**src/rtl/control_fsm_if.sv**
```systemverilog
// ============================================================================
// Module      : control_fsm_if
// Description : Bundles the decode/status/memory inputs and the datapath
//               control outputs exchanged between control_fsm and its datapath.
// Revision    : 1.0 - initial release
// ============================================================================
`default_nettype none

interface control_fsm_if;
    logic [31:0] instr;
    logic [4:0]  status;
    logic        mem_ready;

    logic        pcsrc;
    logic        alusrc;
    logic [3:0]  aluop;
    logic        mrw;
    logic        wb;
    logic        regrw;
    logic [1:0]  immgen_ctrl;
    logic        pc_we;
    logic        ir_we;
    logic        retire;
    logic        illegal;

    // The controller sits on the master side and drives the control bundle.
    modport master (
        input  instr, status, mem_ready,
        output pcsrc, alusrc, aluop, mrw, wb, regrw, immgen_ctrl,
               pc_we, ir_we, retire, illegal
    );

    modport slave (
        output instr, status, mem_ready,
        input  pcsrc, alusrc, aluop, mrw, wb, regrw, immgen_ctrl,
               pc_we, ir_we, retire, illegal
    );
endinterface

`default_nettype wire

```
**src/rtl/control_fsm.sv**
```systemverilog
// ============================================================================
// Module      : control_fsm
// Description : Multi-cycle RV32I-subset control unit (R, I-ALU, LW, SW, BR).
// Revision    : 1.0 - initial release
// ============================================================================
`default_nettype none

module control_fsm (
    input  wire logic      clk,
    input  wire logic      reset,
    control_fsm_if.master  bus
);

    localparam logic [3:0] c_ADD  = 4'b0000;
    localparam logic [3:0] c_SUB  = 4'b0001;
    localparam logic [3:0] c_AND  = 4'b0010;
    localparam logic [3:0] c_OR   = 4'b0011;
    localparam logic [3:0] c_XOR  = 4'b0100;
    localparam logic [3:0] c_SLL  = 4'b0101;
    localparam logic [3:0] c_SRL  = 4'b0110;
    localparam logic [3:0] c_SRA  = 4'b0111;
    localparam logic [3:0] c_SLT  = 4'b1000;
    localparam logic [3:0] c_SLTU = 4'b1001;

    typedef enum logic [2:0] {
        S_FETCH  = 3'd0,
        S_DECODE = 3'd1,
        S_EXEC   = 3'd2,
        S_MEM    = 3'd3,
        S_WB     = 3'd4,
        S_HALT   = 3'd5
    } state_t;

    state_t r_state;
    logic   r_illegal;

    logic [6:0] w_opcode;
    logic [2:0] w_funct3;
    logic [6:0] w_funct7;
    logic       w_is_r, w_is_i, w_is_lw, w_is_sw, w_is_br;
    logic       w_legal;
    logic       w_taken;
    logic       w_unused;

    assign w_opcode = bus.instr[6:0];
    assign w_funct3 = bus.instr[14:12];
    assign w_funct7 = bus.instr[31:25];
    assign w_unused = ^{bus.instr[24:15], bus.instr[11:7], bus.status[3], bus.status[1]};

    assign w_is_r  = (w_opcode == 7'b0110011);
    assign w_is_i  = (w_opcode == 7'b0010011);
    assign w_is_lw = (w_opcode == 7'b0000011);
    assign w_is_sw = (w_opcode == 7'b0100011);
    assign w_is_br = (w_opcode == 7'b1100011);

    always_comb begin
        w_legal = 1'b0;
        if (w_is_r) begin
            w_legal = (w_funct7 == 7'b0000000) ||
                      ((w_funct7 == 7'b0100000) &&
                       ((w_funct3 == 3'b000) || (w_funct3 == 3'b101)));
        end else if (w_is_i) begin
            w_legal = 1'b1;
        end else if (w_is_lw || w_is_sw) begin
            w_legal = (w_funct3 == 3'b010);
        end else if (w_is_br) begin
            w_legal = (w_funct3 != 3'b010) && (w_funct3 != 3'b011);
        end
    end

    always_comb begin
        case (w_funct3)
            3'b000:  w_taken =  bus.status[0];
            3'b001:  w_taken = ~bus.status[0];
            3'b100:  w_taken =  bus.status[4];
            3'b101:  w_taken = ~bus.status[4];
            3'b110:  w_taken =  bus.status[2];
            3'b111:  w_taken = ~bus.status[2];
            default: w_taken = 1'b0;
        endcase
    end

    // ALU controls set up in EXEC and held unchanged through MEM and WB.
    logic       w_alusrc;
    logic [3:0] w_aluop;
    logic [1:0] w_imm;
    logic       w_alt;

    always_comb begin
        w_alusrc = ~(w_is_r | w_is_br);
        w_imm    = w_is_sw ? 2'b01 : (w_is_br ? 2'b10 : 2'b00);
        w_alt    = w_funct7[5];
        w_aluop  = c_ADD;
        if (w_is_br) begin
            w_aluop = c_SUB;
        end else if (w_is_r || w_is_i) begin
            case (w_funct3)
                3'b000:  w_aluop = (w_is_r && w_alt) ? c_SUB : c_ADD;
                3'b111:  w_aluop = c_AND;
                3'b110:  w_aluop = c_OR;
                3'b100:  w_aluop = c_XOR;
                3'b001:  w_aluop = c_SLL;
                3'b101:  w_aluop = w_alt ? c_SRA : c_SRL;
                3'b010:  w_aluop = c_SLT;
                default: w_aluop = c_SLTU;
            endcase
        end
    end

    always_ff @(posedge clk) begin
        if (reset) begin
            r_state   <= S_FETCH;
            r_illegal <= 1'b0;
        end else begin
            case (r_state)
                S_FETCH:  if (bus.mem_ready) r_state <= S_DECODE;
                S_DECODE: begin
                    if (w_legal) begin
                        r_state <= S_EXEC;
                    end else begin
                        r_state   <= S_HALT;
                        r_illegal <= 1'b1;
                    end
                end
                S_EXEC: begin
                    if (w_is_br)                 r_state <= S_FETCH;
                    else if (w_is_lw || w_is_sw) r_state <= S_MEM;
                    else                         r_state <= S_WB;
                end
                S_MEM: begin
                    if (bus.mem_ready) r_state <= w_is_lw ? S_WB : S_FETCH;
                end
                S_WB:     r_state <= S_FETCH;
                S_HALT:   r_state <= S_HALT;
                default:  r_state <= S_FETCH;
            endcase
        end
    end

    logic       w_pcsrc, w_alusrc_o, w_mrw, w_wb, w_regrw;
    logic       w_pc_we, w_ir_we, w_retire, w_illegal;
    logic [3:0] w_aluop_o;
    logic [1:0] w_imm_o;

    // Reset masks every output combinationally, whatever the state holds.
    always_comb begin
        w_pcsrc    = 1'b0;
        w_alusrc_o = 1'b0;
        w_aluop_o  = 4'b0000;
        w_mrw      = 1'b0;
        w_wb       = 1'b0;
        w_regrw    = 1'b0;
        w_imm_o    = 2'b00;
        w_pc_we    = 1'b0;
        w_ir_we    = 1'b0;
        w_retire   = 1'b0;
        w_illegal  = 1'b0;
        if (!reset) begin
            w_illegal = r_illegal;
            case (r_state)
                S_FETCH: w_ir_we = bus.mem_ready;
                S_EXEC, S_MEM, S_WB: begin
                    w_alusrc_o = w_alusrc;
                    w_aluop_o  = w_aluop;
                    w_imm_o    = w_imm;
                    if (r_state == S_EXEC && w_is_br) begin
                        w_pcsrc  = w_taken;
                        w_pc_we  = 1'b1;
                        w_retire = 1'b1;
                    end
                    if (r_state == S_MEM && w_is_sw) begin
                        w_mrw    = 1'b1;
                        w_pc_we  = bus.mem_ready;
                        w_retire = bus.mem_ready;
                    end
                    if (r_state == S_WB) begin
                        w_regrw  = 1'b1;
                        w_wb     = w_is_lw;
                        w_pc_we  = 1'b1;
                        w_retire = 1'b1;
                    end
                end
                default: ;
            endcase
        end
    end

    assign bus.pcsrc       = w_pcsrc;
    assign bus.alusrc      = w_alusrc_o;
    assign bus.aluop       = w_aluop_o;
    assign bus.mrw         = w_mrw;
    assign bus.wb          = w_wb;
    assign bus.regrw       = w_regrw;
    assign bus.immgen_ctrl = w_imm_o;
    assign bus.pc_we       = w_pc_we;
    assign bus.ir_we       = w_ir_we;
    assign bus.retire      = w_retire;
    assign bus.illegal     = w_illegal;

endmodule

`default_nettype wire
```
**src/flat_wrapper.sv**
```systemverilog
// flat-port wrapper written by rule: the top's interface ports become plain ports
module control_fsm_flat 
  (clk, reset, bus_instr, bus_status, bus_mem_ready, bus_pcsrc, bus_alusrc, bus_aluop, bus_mrw, bus_wb, bus_regrw, bus_immgen_ctrl, bus_pc_we, bus_ir_we, bus_retire, bus_illegal);
  control_fsm_if bus_i ();
  input  wire logic clk;
  input  wire logic reset;
  input wire logic [$bits(bus_i.instr)-1:0] bus_instr;
  input wire logic [$bits(bus_i.status)-1:0] bus_status;
  input wire logic [$bits(bus_i.mem_ready)-1:0] bus_mem_ready;
  output wire logic [$bits(bus_i.pcsrc)-1:0] bus_pcsrc;
  output wire logic [$bits(bus_i.alusrc)-1:0] bus_alusrc;
  output wire logic [$bits(bus_i.aluop)-1:0] bus_aluop;
  output wire logic [$bits(bus_i.mrw)-1:0] bus_mrw;
  output wire logic [$bits(bus_i.wb)-1:0] bus_wb;
  output wire logic [$bits(bus_i.regrw)-1:0] bus_regrw;
  output wire logic [$bits(bus_i.immgen_ctrl)-1:0] bus_immgen_ctrl;
  output wire logic [$bits(bus_i.pc_we)-1:0] bus_pc_we;
  output wire logic [$bits(bus_i.ir_we)-1:0] bus_ir_we;
  output wire logic [$bits(bus_i.retire)-1:0] bus_retire;
  output wire logic [$bits(bus_i.illegal)-1:0] bus_illegal;
  assign bus_i.instr = bus_instr;
  assign bus_i.status = bus_status;
  assign bus_i.mem_ready = bus_mem_ready;
  assign bus_pcsrc = bus_i.pcsrc;
  assign bus_alusrc = bus_i.alusrc;
  assign bus_aluop = bus_i.aluop;
  assign bus_mrw = bus_i.mrw;
  assign bus_wb = bus_i.wb;
  assign bus_regrw = bus_i.regrw;
  assign bus_immgen_ctrl = bus_i.immgen_ctrl;
  assign bus_pc_we = bus_i.pc_we;
  assign bus_ir_we = bus_i.ir_we;
  assign bus_retire = bus_i.retire;
  assign bus_illegal = bus_i.illegal;
  control_fsm u_core (.clk(clk), .reset(reset), .bus(bus_i));
endmodule
```
**config.mk**
```make
export PLATFORM = sky130hd
export DESIGN_NAME = control_fsm_flat
export DESIGN_NICKNAME = d
export VERILOG_FILES = /design/src/rtl/control_fsm_if.sv /design/src/rtl/control_fsm.sv /design/src/flat_wrapper.sv
export SDC_FILE = /design/constraint.sdc
export NUM_CORES = 1
export LEC_CHECK = 0
export CAP_MARGIN = 0
export CORE_ASPECT_RATIO = 0.9
export CORE_MARGIN = 4
export CORE_UTILIZATION = 40
export DETAILED_ROUTE_END_ITERATION = 10
export DONT_BUFFER_PORTS = 1
export MAX_ROUTING_LAYER = met4
export PLACE_DENSITY = 0.51
export SLEW_MARGIN = 20
export SYNTH_ARGS = -nofsm -noshare
export SYNTH_HDL_FRONTEND = slang
export SYNTH_SLANG_ARGS = --single-unit
```
**constraint.sdc**
```tcl
create_clock -name clk -period 2.3 [get_ports clk]
set_clock_uncertainty 0.05 [all_clocks]
set_input_delay 0.46 -clock clk [delete_from_list [all_inputs] [get_ports clk]]
set_output_delay 0.46 -clock clk [all_outputs]
set_load 0.1 [all_outputs]
```
# After elaboration in Yosys (flattened, before gate mapping)
# Cells that the tools add are included.
[op_classes]
eq_ne = 21
n_bitwise = 6
n_reduce_logical = 15
mux = 45
[op_table]
columns = ["cell", "n"]
rows = [
  ["1-bit two-way mux", 28],
  ["4-bit case mux with 7 select lines", 1],
  ["7-bit by 6-bit equality test with 1-bit output (second input constant)", 3],
  ["3-bit equality test (second input constant)", 6],
  ["3-bit two-way mux", 6],
  ["4-bit two-way mux", 4],
  ["3-bit case mux with 5 select lines", 1],
  ["3-bit by 2-bit equality test with 1-bit output (second input constant)", 3],
  ["2-bit two-way mux", 4],
  ["7-bit by 2-bit equality test with 1-bit output (second input constant)", 1],
  ["7-bit by 5-bit equality test with 1-bit output (second input constant)", 1],
  ["7-bit equality test (second input constant)", 1],
  ["7-bit logical NOT", 1],
  ["3-bit by 1-bit equality test with 1-bit output (second input constant)", 2],
  ["3-bit logical NOT", 2],
  ["3-bit by 2-bit != test with 1-bit output (second input constant)", 2],
  ["1-bit case mux with 6 select lines", 1],
  ["1-bit logical AND", 5],
  ["1-bit inverter", 5],
  ["1-bit logical OR", 4],
  ["2-bit != test (second input constant)", 2],
  ["2-bit AND reduction", 2],
  ["3-bit OR reduction", 1],
  ["1-bit bitwise OR", 1],
]
[totals]
out_inout_bits = 15
wordCells = 89
in_bits = 40
reg_bits = 4

# Logic depth before layout (Yosys ltp)
# Gate-level depths: netlist (run 1).
[logic_depth]
depth_word = 8
ltp_mapped = 6
mapped_depth_nobuf = 4

# Least setup slack after synthesis (run 1)
# OpenSTA, ideal clock, no wires.
[synth_timing]
path_type = "input to output"
start = "input bus_instr[2]"
end = "output bus_retire"
required_time_ns = 1.790
path_buffers = 2
setup_slack_ns = -3.808
path_stages = 6
t_arrival_ns = 5.598
cell_sequence = "nand4bb_1 buf_2 or4_1 nor4_1 a22o_1 buf_4"
[synth_between]
elab_chain_len = 7
elab_cells_between_ends = 9
cone_classes = "2 x eq/ne; 5 x mux; 2 x reduce/logical"
[synth_lines]
columns = ["item", "line_no", "text"]
rows = [
  ["from (decl)", "flat_wrapper.sv:7", "input wire logic [$bits(bus_i.instr)-1:0] bus_instr;"],
  ["7-bit equality test", "control_fsm.sv:54", "assign w_is_br = (w_opcode == 7'b1100011);"],
  ["1-bit logical AND", "control_fsm.sv:166", "if (r_state == S_EXEC && w_is_br) begin"],
  ["1-bit two-way mux", "n/a", ""],
  ["1-bit two-way mux * (4 in a row)", "n/a", ""],
  ["to (decl)", "flat_wrapper.sv:19", "output wire logic [$bits(bus_i.retire)-1:0] bus_retire;"],
]
# Every way passes the cells marked *; elsewhere a longest branch is shown, timed or not.

# Worst setup path after layout (run 1)
[layout_timing]
start = "register u_core.r_state[1]"
end = "output bus_aluop[2]"
[layout_between]
elab_chain_len = 4
elab_cells_between_ends = 6
cone_classes = "3 x eq/ne; 2 x mux; 1 x reduce/logical"
[layout_lines]
columns = ["item", "line_no", "text"]
rows = [
  ["from (decl)", "control_fsm.sv:34", "state_t r_state;"],
  ["from (signal assigned)", "control_fsm.sv:131", "if (bus.mem_ready) r_state <= w_is_lw ? S_WB : S_FETCH;"],
  ["3-bit equality test or 3-bit by 2-bit equality test with 1-bit output (tied branches)", "control_fsm.sv:160", "case (r_state)"],
  ["3-bit OR reduction *", "control_fsm.sv:160", ""],
  ["4-bit two-way mux *", "control_fsm.sv:160", ""],
  ["4-bit two-way mux *", "control_fsm.sv:158", "if (!reset) begin"],
  ["to (decl)", "flat_wrapper.sv:12", "output wire logic [$bits(bus_i.aluop)-1:0] bus_aluop;"],
]
# Marks and branches as above.

==> results of run 1 <==
final timing paths:
path	cells after the start	from	slack (ps)	endpoint
max reg2reg	6	u_core.r_state[1]$_SDFFE_PP0P_	790	u_core.r_state[2]$_SDFFE_PP0P_
min reg2reg	2	u_core.r_illegal$_SDFFE_PP0P_	520	u_core.r_illegal$_SDFFE_PP0P_
min	1	reset	250	u_core.r_state[0]$_SDFFE_PP0P_
max	5	u_core.r_state[1]$_SDFFE_PP0P_	-110	bus_aluop[2]
logic make-up after synthesis:
kind of cell	count (synthesis)	share of synthesized area (%)
AO/OA/AOI/OAI	23	24.0
XOR/XNOR	4	5.18
buffers and inverters	13	8.50
flip-flops	4	11.8
multiplexers	2	3.14
AND/OR/NAND/NOR	53	47.3
routing by layer:
layer	vias to the layer above	routed length (µm)	GRT usage, %
li1	403	-	-
met1	373	979	28.0
met2	35	972	34.5
met3	4	155	3.49
met4	0	29	8.38
met5	-	0	-
timing repair:
item,in CTS,in global routing
pin swaps,3,1
resized for setup,6,4
endpoints found under the setup margin,7,11
buffers inserted,3,0
cell type report:
cell class	instances	area, µm²
Clock buffer	3	22.5
Fill cell	118	353
Inverter	3	11.3
Multi-Input combinational cell	82	696
Sequential cell	4	82.6
Tap cell	22	27.5
Timing Repair Buffer	24	320
power breakdown:
part,switching [mW],leakage (nW),total (mW),internal [mW]
clock,0.0275,0.0138,0.0858,0.0583
sequential,0.00169,0.0339,0.0767,0.0750
combinational,0.0806,0.369,0.131,0.0507
total,0.110,0.417,0.294,0.184
state kept, by name (all words and copies together), names as in the netlist:
| name | flops |
|---|---|
| u_core.r_illegal | 1 |
| u_core.r_state | 3 |
stage by stage:
step / hold slack (ps) / TNS, ps
floorplan: 551 / -5600
global placement: 495 / -141
detailed placement: 492 / -197
CTS: 246 / -394
global route: 235 / -711
finish: 255 / -284
worst register-to-register path, stage by stage, from the launching register on:
cell and delay [ps]:
dfxtp_2 320, buf_4 100, buf_4 180, nor2b_1 240
o311a_1 240, nor3_1 60, a211oi_1 230
placed cells by master (no fill, tap or decap), drive strengths merged, types with 2 or more instances in the layout:
cell type | synthesis | final
dfxtp | 4 | 4
a21oi | 2 | 2
nand2b | 5 | 5
and4b | 3 | 3
buf | 3 | 24
xor2 | 3 | 3
inv | 3 | 3
nand4bb | 2 | 2
or3 | 2 | 2
clkbuf | 7 | 3
o21ai | 5 | 5
nor2 | 12 | 12
nand2 | 5 | 5
o21bai | 2 | 2
a211oi | 3 | 3
a21o | 2 | 2
nor2b | 7 | 7
nor4 | 7 | 7
nor3 | 6 | 6
a22o | 2 | 2
==> impl_metrics.yaml, run 1 <==
run_status:
  status: "finished with violations"
  violations: "negative setup slack"
finish:
  fin_area_mm2: 0.00116
  final_cells: 138
  utilization_pct: 76.7
  layout-drive-gt1-share_pct: 42.2
  antennaDiodeCount: 0
  syn2layout_area_growth_pct: 71.3
  fin_nets: 158
clock_tree:
  clk_latency_ps: 230
  clockBufferDepth: 2
  ctsHoldBuffers: 0
  numCtsBuffers: 3
  clk_pin_slew_ps: 40
  cts_root_buf: "clkbuf_4"
  clock_sinks: 4
  h-tree-depth: 1
  cts_tree: "yes"
global_routing:
  grtUsageTotal_pct: 21.8
  grt_pass1_wl_um: 3840
  grt_max_degree: 13
  antenna_found_initial: 0
  overflow: 0
  grt_pass1_vias: 814
floorplan:
  die_y_um: 47.0
  ioPinCount: 55
  die_w_um: 51.4
  rows: 13
  core-area_mm2: 0.00151
  initial_core_util_pct: 44.7
  die_area_mm2: 0.00242
detailed_routing:
  wire_per_inst_um: 15.5
  antenna_left: 0
  viasPerCell: 5.91
  drc: 0
  drt_iter0_drc: 8
  finalWirelength_um: 2140
  num_vias: 815
  drt_pass1_iterations: 4
placement:
  port_buffers: 0
  pre_cts_ws_ps: -88.5
  placed_area_mm2: 0.00107
  place_congestion: 0.840
  dp.cells: 133
  place_hpwl_um: 1630
critical_path:
  endpoint_kind: "primary output"
  worstPathMaxFanout: 3
  crit_chain: "or3b_1 > a21o_1 > or3_4 > nor3_4 > buf_12"
  slowest_delay_ps: 380
  critPathTopFamily: "simple AND/OR/NAND/NOR gates"
  critPathArrivalTime_ps: 1900
  worst_path_max_delay_cell: "or3_4"
  start_kind: "register"
  cp.required_ps: 1790
  critical_path_buf_inv_count: 1
  path_class: "register to primary output"
sta:
  max_freq_mhz: 414
  hold_viol: 0
  finalWorstSetupSlack_ps: -114
  fin_crit_ps: 2410
  fin_crit_sh_pct: 105
  setup_viol: 5
  rsz0062_at_grt: "yes"
  finalMaxSlewViolations: 0
  worst_pin_slew_ps: 422
  maxSlewHeadroom_pct: 71.6
pwr:
  p_total_mw: 0.294
  vdd_drop_max_v: 0.000205
  p_per_area_mw_per_mm2: 253
  power.leakage_nw: 0.417
synthesis:
  avgSynthCellArea_um2: 6.84
  ys_ff_latch: 4
  synth_top_area_share_pct: 11.8
  syn-num-nets: 139
  synth_cells: 99
  yosysMostFrequentCell: "nor2_1"
  synth_top_cell_by_area: "dfxtp_1"
  synthTopCellsByArea: "dfxtp_1 (12%), nor2_1 (6.7%), nor2b_1 (6.5%)"
  synthFlopType: "dfxtp_1"
  yosys_warnings: 0
  yosys-top-cells-count: "nor2_1 (12), clkbuf_1 (7), nor2b_1 (7), nor4_1 (7)"
  syn_area_um2: 677
  synth_edf_count: 0
  ys_types: 37
  ys_seq_area_share_pct: 11.8
  ys_async_sr_fraction_pct: 0
job:
  maxCapViolCount: 0
worst_hold_path:
  min_path_type: "input pin to register"
No activity file was read; power rests on OpenSTA's default activity.
==> run 2, diff against run 1 <==
--- a/config.mk
+++ b/config.mk
@@ -7,7 +7,7 @@
 export LEC_CHECK = 0
 export CAP_MARGIN = 0
 export CORE_ASPECT_RATIO = 0.9
-export CORE_MARGIN = 4
+export CORE_MARGIN = 2
 export CORE_UTILIZATION = 40
 export DETAILED_ROUTE_END_ITERATION = 10
 export DONT_BUFFER_PORTS = 1
==> run 2 against run 1 <==
- worst setup slack worse by 9.2 ps
- sequential power about the same
- worst hold slack better by 5.5 ps
- the flow still finishes with violations (negative setup slack)
- critical path depth unchanged
- critical path type unchanged
- largest cell class unchanged
- count of clock-buffer cells in the layout unchanged
- fmax down 0.38%
- critical endpoint unchanged
==> impl_metrics.yaml, run 2 (synthesized netlist as in run 1, its figures left out) <==
run_status:
  status: "finished with violations"
  violations: "negative setup slack"
sta:
  worst_pin_slew_ps: 424
  finalWorstSetupSlack_ps: -123
  fin_crit_ps: 2420
  holdWs_ps: 260
  maxSlewHeadroom_pct: 71.5
  setup_viol: 8
  fin_crit_sh_pct: 105
  hold_viol: 0
  rsz0062_at_grt: "yes"
  final.setup.tns_ps: -475
  finalMaxSlewViolations: 0
  max_freq_mhz: 413
pwr:
  p_total_mw: 0.290
  power.leakage_nw: 0.426
  intPower_mw: 0.185
  pwr-share-comb_pct: 45.2
  switching_share_pct: 36.2
  power_frac_clock_pct: 28.3
  vdd_drop_max_v: 0.000243
  p_seq_share_pct: 26.5
  p_switching_mw: 0.105
  p_per_area_mw_per_mm2: 246
worst_hold_path:
  min-delay-start: "reset"
  min_to: "u_core.r_state[0]$_SDFFE_PP0P_"
  min_path_type: "input pin to register"
  hold_path_depth: 1
global_routing:
  overflow: 0
  grt_use_met3_pct: 3.83
  grt_pass1_vias: 750
  gr-usage-met1_pct: 30.9
  grt_max_degree: 13
  grt-busiest-layer: "met2"
  grt_use_met2_pct: 32.4
  grtUsageTotal_pct: 21.5
  antenna_found_initial: 0
  grt_pass1_wl_um: 3240
placement:
  pre_cts_ws_ps: -102
  place_congestion: 0.803
  place_hpwl_um: 1490
  port_buffers: 0
  dp.cells: 135
  placed_area_mm2: 0.00107
clock_tree:
  clk_latency_ps: 230
  cts_tree: "yes"
  h-tree-depth: 1
  ctsHoldBuffers: 0
  cts_root_buf: "clkbuf_4"
  clockBufferDepth: 2
  clock_sinks: 4
  numCtsBuffers: 3
  clk_pin_slew_ps: 40
finish:
  largest_reg_flops: 3
  fin_area_mm2: 0.00118
  syn2layout_area_growth_pct: 74.3
  layout-drive-gt1-share_pct: 42.4
  final_common_cell: "buf_4"
  utilization_pct: 72.4
  antennaDiodeCount: 0
  mostFrequentLayoutCells: "buf_4 (14), buf_12 (10), nor2_1 (9)"
  reg_top3: "u_core.r_state: 3 flops, u_core.r_illegal: 1 flops"
  final_cells: 142
  fin_nets: 160
  top_register: "u_core.r_state"
critical_path:
  slowest_delay_ps: 390
  critPathArrivalTime_ps: 1910
  start_kind: "register"
  worst_path_max_delay_cell: "or3_4"
  critPathTopFamily: "simple AND/OR/NAND/NOR gates"
  r2r-end: "u_core.r_state[0]$_SDFFE_PP0P_"
  rr_startpoint: "u_core.r_state[2]$_SDFFE_PP0P_"
  cp.required_ps: 1790
  r2r_cells: 6
  path_class: "register to primary output"
  worstPathMaxFanout: 3
  crit_chain: "or3b_1 > a21o_1 > or3_4 > nor3_4 > buf_12"
  r2r_slack_ps: 930
  endpoint_kind: "primary output"
  critical_path_buf_inv_count: 1
detailed_routing:
  drt_pass1_iterations: 4
  viasPerCell: 5.59
  antenna_left: 0
  drt_iter0_drc: 25
  finalWirelength_um: 1980
  num_vias: 794
  wire_per_inst_um: 13.9
  drc: 0
floorplan:
  initial_core_util_pct: 41.6
  die_area_mm2: 0.00204
  die_y_um: 43.0
  core-area_mm2: 0.00163
  ioPinCount: 55
  rows: 14
  die_w_um: 47.4
job:
  maxCapViolCount: 0
==> run 2: changes by cell type in the layout (fill, tap and decap cells not counted), sizes merged <==
cell  previous run  this run
buf             24        26
==> run 2: cell type report <==
cell class | count | area (µm²)
Clock buffer | 3 | 22.5
Fill cell | 134 | 449
Inverter | 3 | 11.3
Multi-Input combinational cell | 82 | 691
Sequential cell | 4 | 81.3
Tap cell | 24 | 30.0
Timing Repair Buffer | 26 | 344
==> run 2: how the worst max path moves through the flow <==
stage | start | to | slack, ps | cells past startpoint
final | u_core.r_state[1]$_SDFFE_PP0P_ | bus_aluop[2] | -120 | 5
after floorplan | bus_instr[2] | bus_retire | -1250 | 6
after global placement | bus_instr[2] | bus_pc_we | -110 | 5
after CTS | u_core.r_state[1]$_SDFFE_PP0P_ | bus_aluop[2] | -130 | 5
after detailed placement | bus_instr[2] | bus_pc_we | -100 | 5
after global routing | u_core.r_state[1]$_SDFFE_PP0P_ | bus_aluop[2] | -180 | 5
==> run 2: metal layers <==
metal	vias to the layer above	share of wire (%)
met4	0	0
met2	28	46
met1	357	49
met5	-	0
met3	0	5.1
li1	409	-
==> run 2: power by group through the flow <==
stage	registers (mW)	logic, mW	clock network, mW
5_1_grt	0.0774	0.141	0.0876
4_1_cts	0.0768	0.128	0.0843
6_report	0.0767	0.131	0.0821
2_1_floorplan	0.0775	0.118	0
3_5_place_dp	0.0778	0.125	0
3_3_place_gp	0.0773	0.124	0
==> run 2: timing repair <==
item,in CTS,in global routing
endpoints found under the setup margin,7,7
buffers inserted,0,4
pin swaps,1,5
gates resized for setup,3,6
cloned,0,0
endpoints found under the hold margin,0,0
==> run 3, diff against run 2 <==
--- a/config.mk
+++ b/config.mk
@@ -6,13 +6,12 @@
 export NUM_CORES = 1
 export LEC_CHECK = 0
 export CAP_MARGIN = 0
-export CORE_ASPECT_RATIO = 0.9
-export CORE_MARGIN = 2
-export CORE_UTILIZATION = 40
+export CORE_AREA = 2 2 39 41
 export DETAILED_ROUTE_END_ITERATION = 10
+export DIE_AREA = 0 0 41 43
 export DONT_BUFFER_PORTS = 1
 export MAX_ROUTING_LAYER = met4
-export PLACE_DENSITY = 0.51
+export PLACE_DENSITY = 0.63
 export SLEW_MARGIN = 20
 export SYNTH_ARGS = -nofsm -noshare
 export SYNTH_HDL_FRONTEND = slang
==> run 3 against run 2 <==
- the flow still finishes with violations (negative setup slack)
- critical path depth stayed put
- routed wire length increased by 1.7%
- first-iteration DRC count shrank 56%
- via count is 0.38% lower
- final cell count down 8.5%
==> impl_metrics.yaml, run 3 (synthesized netlist as in run 1, its figures left out) <==
placement:
  place_hpwl_um: 1570
  dp.cells: 126
  placed_area_mm2: 0.00106
  place_congestion: 0.719
  port_buffers: 0
clock_tree:
  ctsHoldBuffers: 0
  clock_sinks: 4
  cts_root_buf: "clkbuf_4"
  clk_pin_slew_ps: 40
  numCtsBuffers: 3
  h-tree-depth: 1
  clockBufferDepth: 2
  clk_latency_ps: 240
  cts_tree: "yes"
floorplan:
  ioPinCount: 55
  core-area_mm2: 0.00138
  die_area_mm2: 0.00176
  die_w_um: 41
  initial_core_util_pct: 48.9
  rows: 14
  die_y_um: 43
finish:
  utilization_pct: 80.6
  syn2layout_area_growth_pct: 64.7
  n_fill_cell: 93
  layout-drive-gt1-share_pct: 39.5
  final_cells: 130
  largest_reg_flops: 3
  final_common_cell: "buf_4"
  reg_top3: "u_core.r_state: 3 flops, u_core.r_illegal: 1 flops"
  ff_latch_area_um2: 81.3
  fin_nets: 156
  top_register: "u_core.r_state"
  antennaDiodeCount: 0
  mostFrequentLayoutCells: "buf_4 (11), nor2_1 (10), buf_12 (10)"
  fin_area_mm2: 0.00111
  multiInputGateArea_um2: 669
sta:
  finalMaxSlewViolations: 0
  maxSlewHeadroom_pct: 74.1
  worst_pin_slew_ps: 385
  finalWorstSetupSlack_ps: -147
  fin_crit_sh_pct: 106
  rsz0062_at_grt: "yes"
  setup_viol: 6
  hold_viol: 0
  max_freq_mhz: 409
  fin_crit_ps: 2450
pwr:
  power_frac_clock_pct: 30.1
  p_switching_mw: 0.109
  p_per_area_mw_per_mm2: 261
  pwr-share-comb_pct: 43.5
  vdd_drop_max_v: 0.000157
  switching_share_pct: 37.6
  p_total_mw: 0.291
  intPower_mw: 0.182
  p_seq_share_pct: 26.4
  power.leakage_nw: 0.404
worst_hold_path:
  min-delay-start: "reset"
  min_path_type: "input pin to register"
  min_to: "u_core.r_state[0]$_SDFFE_PP0P_"
  hold_path_depth: 1
critical_path:
  endpoint_kind: "primary output"
  r2r_cells: 5
  r2r-end: "u_core.r_state[2]$_SDFFE_PP0P_"
  start_kind: "register"
  worst_path_max_delay_cell: "or3b_1"
  worstPathMaxFanout: 3
  critical_path_buf_inv_count: 1
  critPathTopFamily: "simple AND/OR/NAND/NOR gates"
  path_class: "register to primary output"
  crit_chain: "or3b_1 > a21o_1 > or3_4 > nor3_4 > buf_12"
  cp.required_ps: 1790
  rr_startpoint: "u_core.r_state[1]$_SDFFE_PP0P_"
  critPathArrivalTime_ps: 1940
  r2r_slack_ps: 890
  slowest_delay_ps: 380
global_routing:
  antenna_found_initial: 0
  overflow: 0
  grt_pass1_wl_um: 2990
  grt_pass1_vias: 728
  grtUsageTotal_pct: 24.5
  grt_max_degree: 13
detailed_routing:
  viasPerCell: 6.08
  finalWirelength_um: 2010
  wire_per_inst_um: 15.5
  antenna_left: 0
  drc: 0
  drt_pass1_iterations: 4
  num_vias: 791
  drt_iter0_drc: 11
run_status:
  status: "finished with violations"
  violations: "negative setup slack"
job:
  maxCapViolCount: 0
run 3: timing repair:
| action | in CTS | in global routing |
|---|---|---|
| resized for setup | 1 | 5 |
| setup endpoints to repair | 8 | 7 |
| setup buffers | 0 | 1 |
| pin swaps | 0 | 2 |
run 3: metrics by stage:
step | hold slack (ps) | TNS (ps) | setup WS [ps]
2_1_floorplan | 551 | -5600 | -1250
3_3_place_gp | 486 | -157 | -74.2
3_5_place_dp | 487 | -167 | -77.1
4_1_cts | 240 | -565 | -146
5_1_grt | 241 | -633 | -181
6_report | 244 | -349 | -147
run 3: worst max path at each step:
stage,start,endpoint,depth (start not counted)
floorplan,bus_instr[2],bus_retire,6
global placement,bus_instr[2],bus_pc_we,5
detailed placement,bus_instr[2],bus_pc_we,5
CTS,u_core.r_state[1]$_SDFFE_PP0P_,bus_aluop[2],5
global route,u_core.r_state[1]$_SDFFE_PP0P_,bus_aluop[2],5
finish,u_core.r_state[1]$_SDFFE_PP0P_,bus_aluop[2],5
run 3: layout make-up:
cell class              count  share of cell area [%]
repair buffers             22                    27.8
clock buffers               3                    2.02
inverters                   3                    1.01
multi-input cells          82                    60.0
well taps                  16                    1.80
flip-flops and latches      4                    7.30
run 3: power by group through the flow:
stage               Clock (mW)  Sequential (mW)  Combinational [mW]
floorplan                    0           0.0775               0.118
global placement             0           0.0776               0.123
detailed placement           0           0.0779               0.125
CTS                     0.0896           0.0767               0.126
global route            0.0922           0.0777               0.135
finish                  0.0876           0.0767               0.127
run 3: metal layers:
metal	part of all wire, %	up-vias	global-route usage (%)
met3	4.7	2	0
li1	-	398	-
met5	0	-	-
met2	55	29	40.3
met1	40	362	30.3
met4	0.35	0	10.0
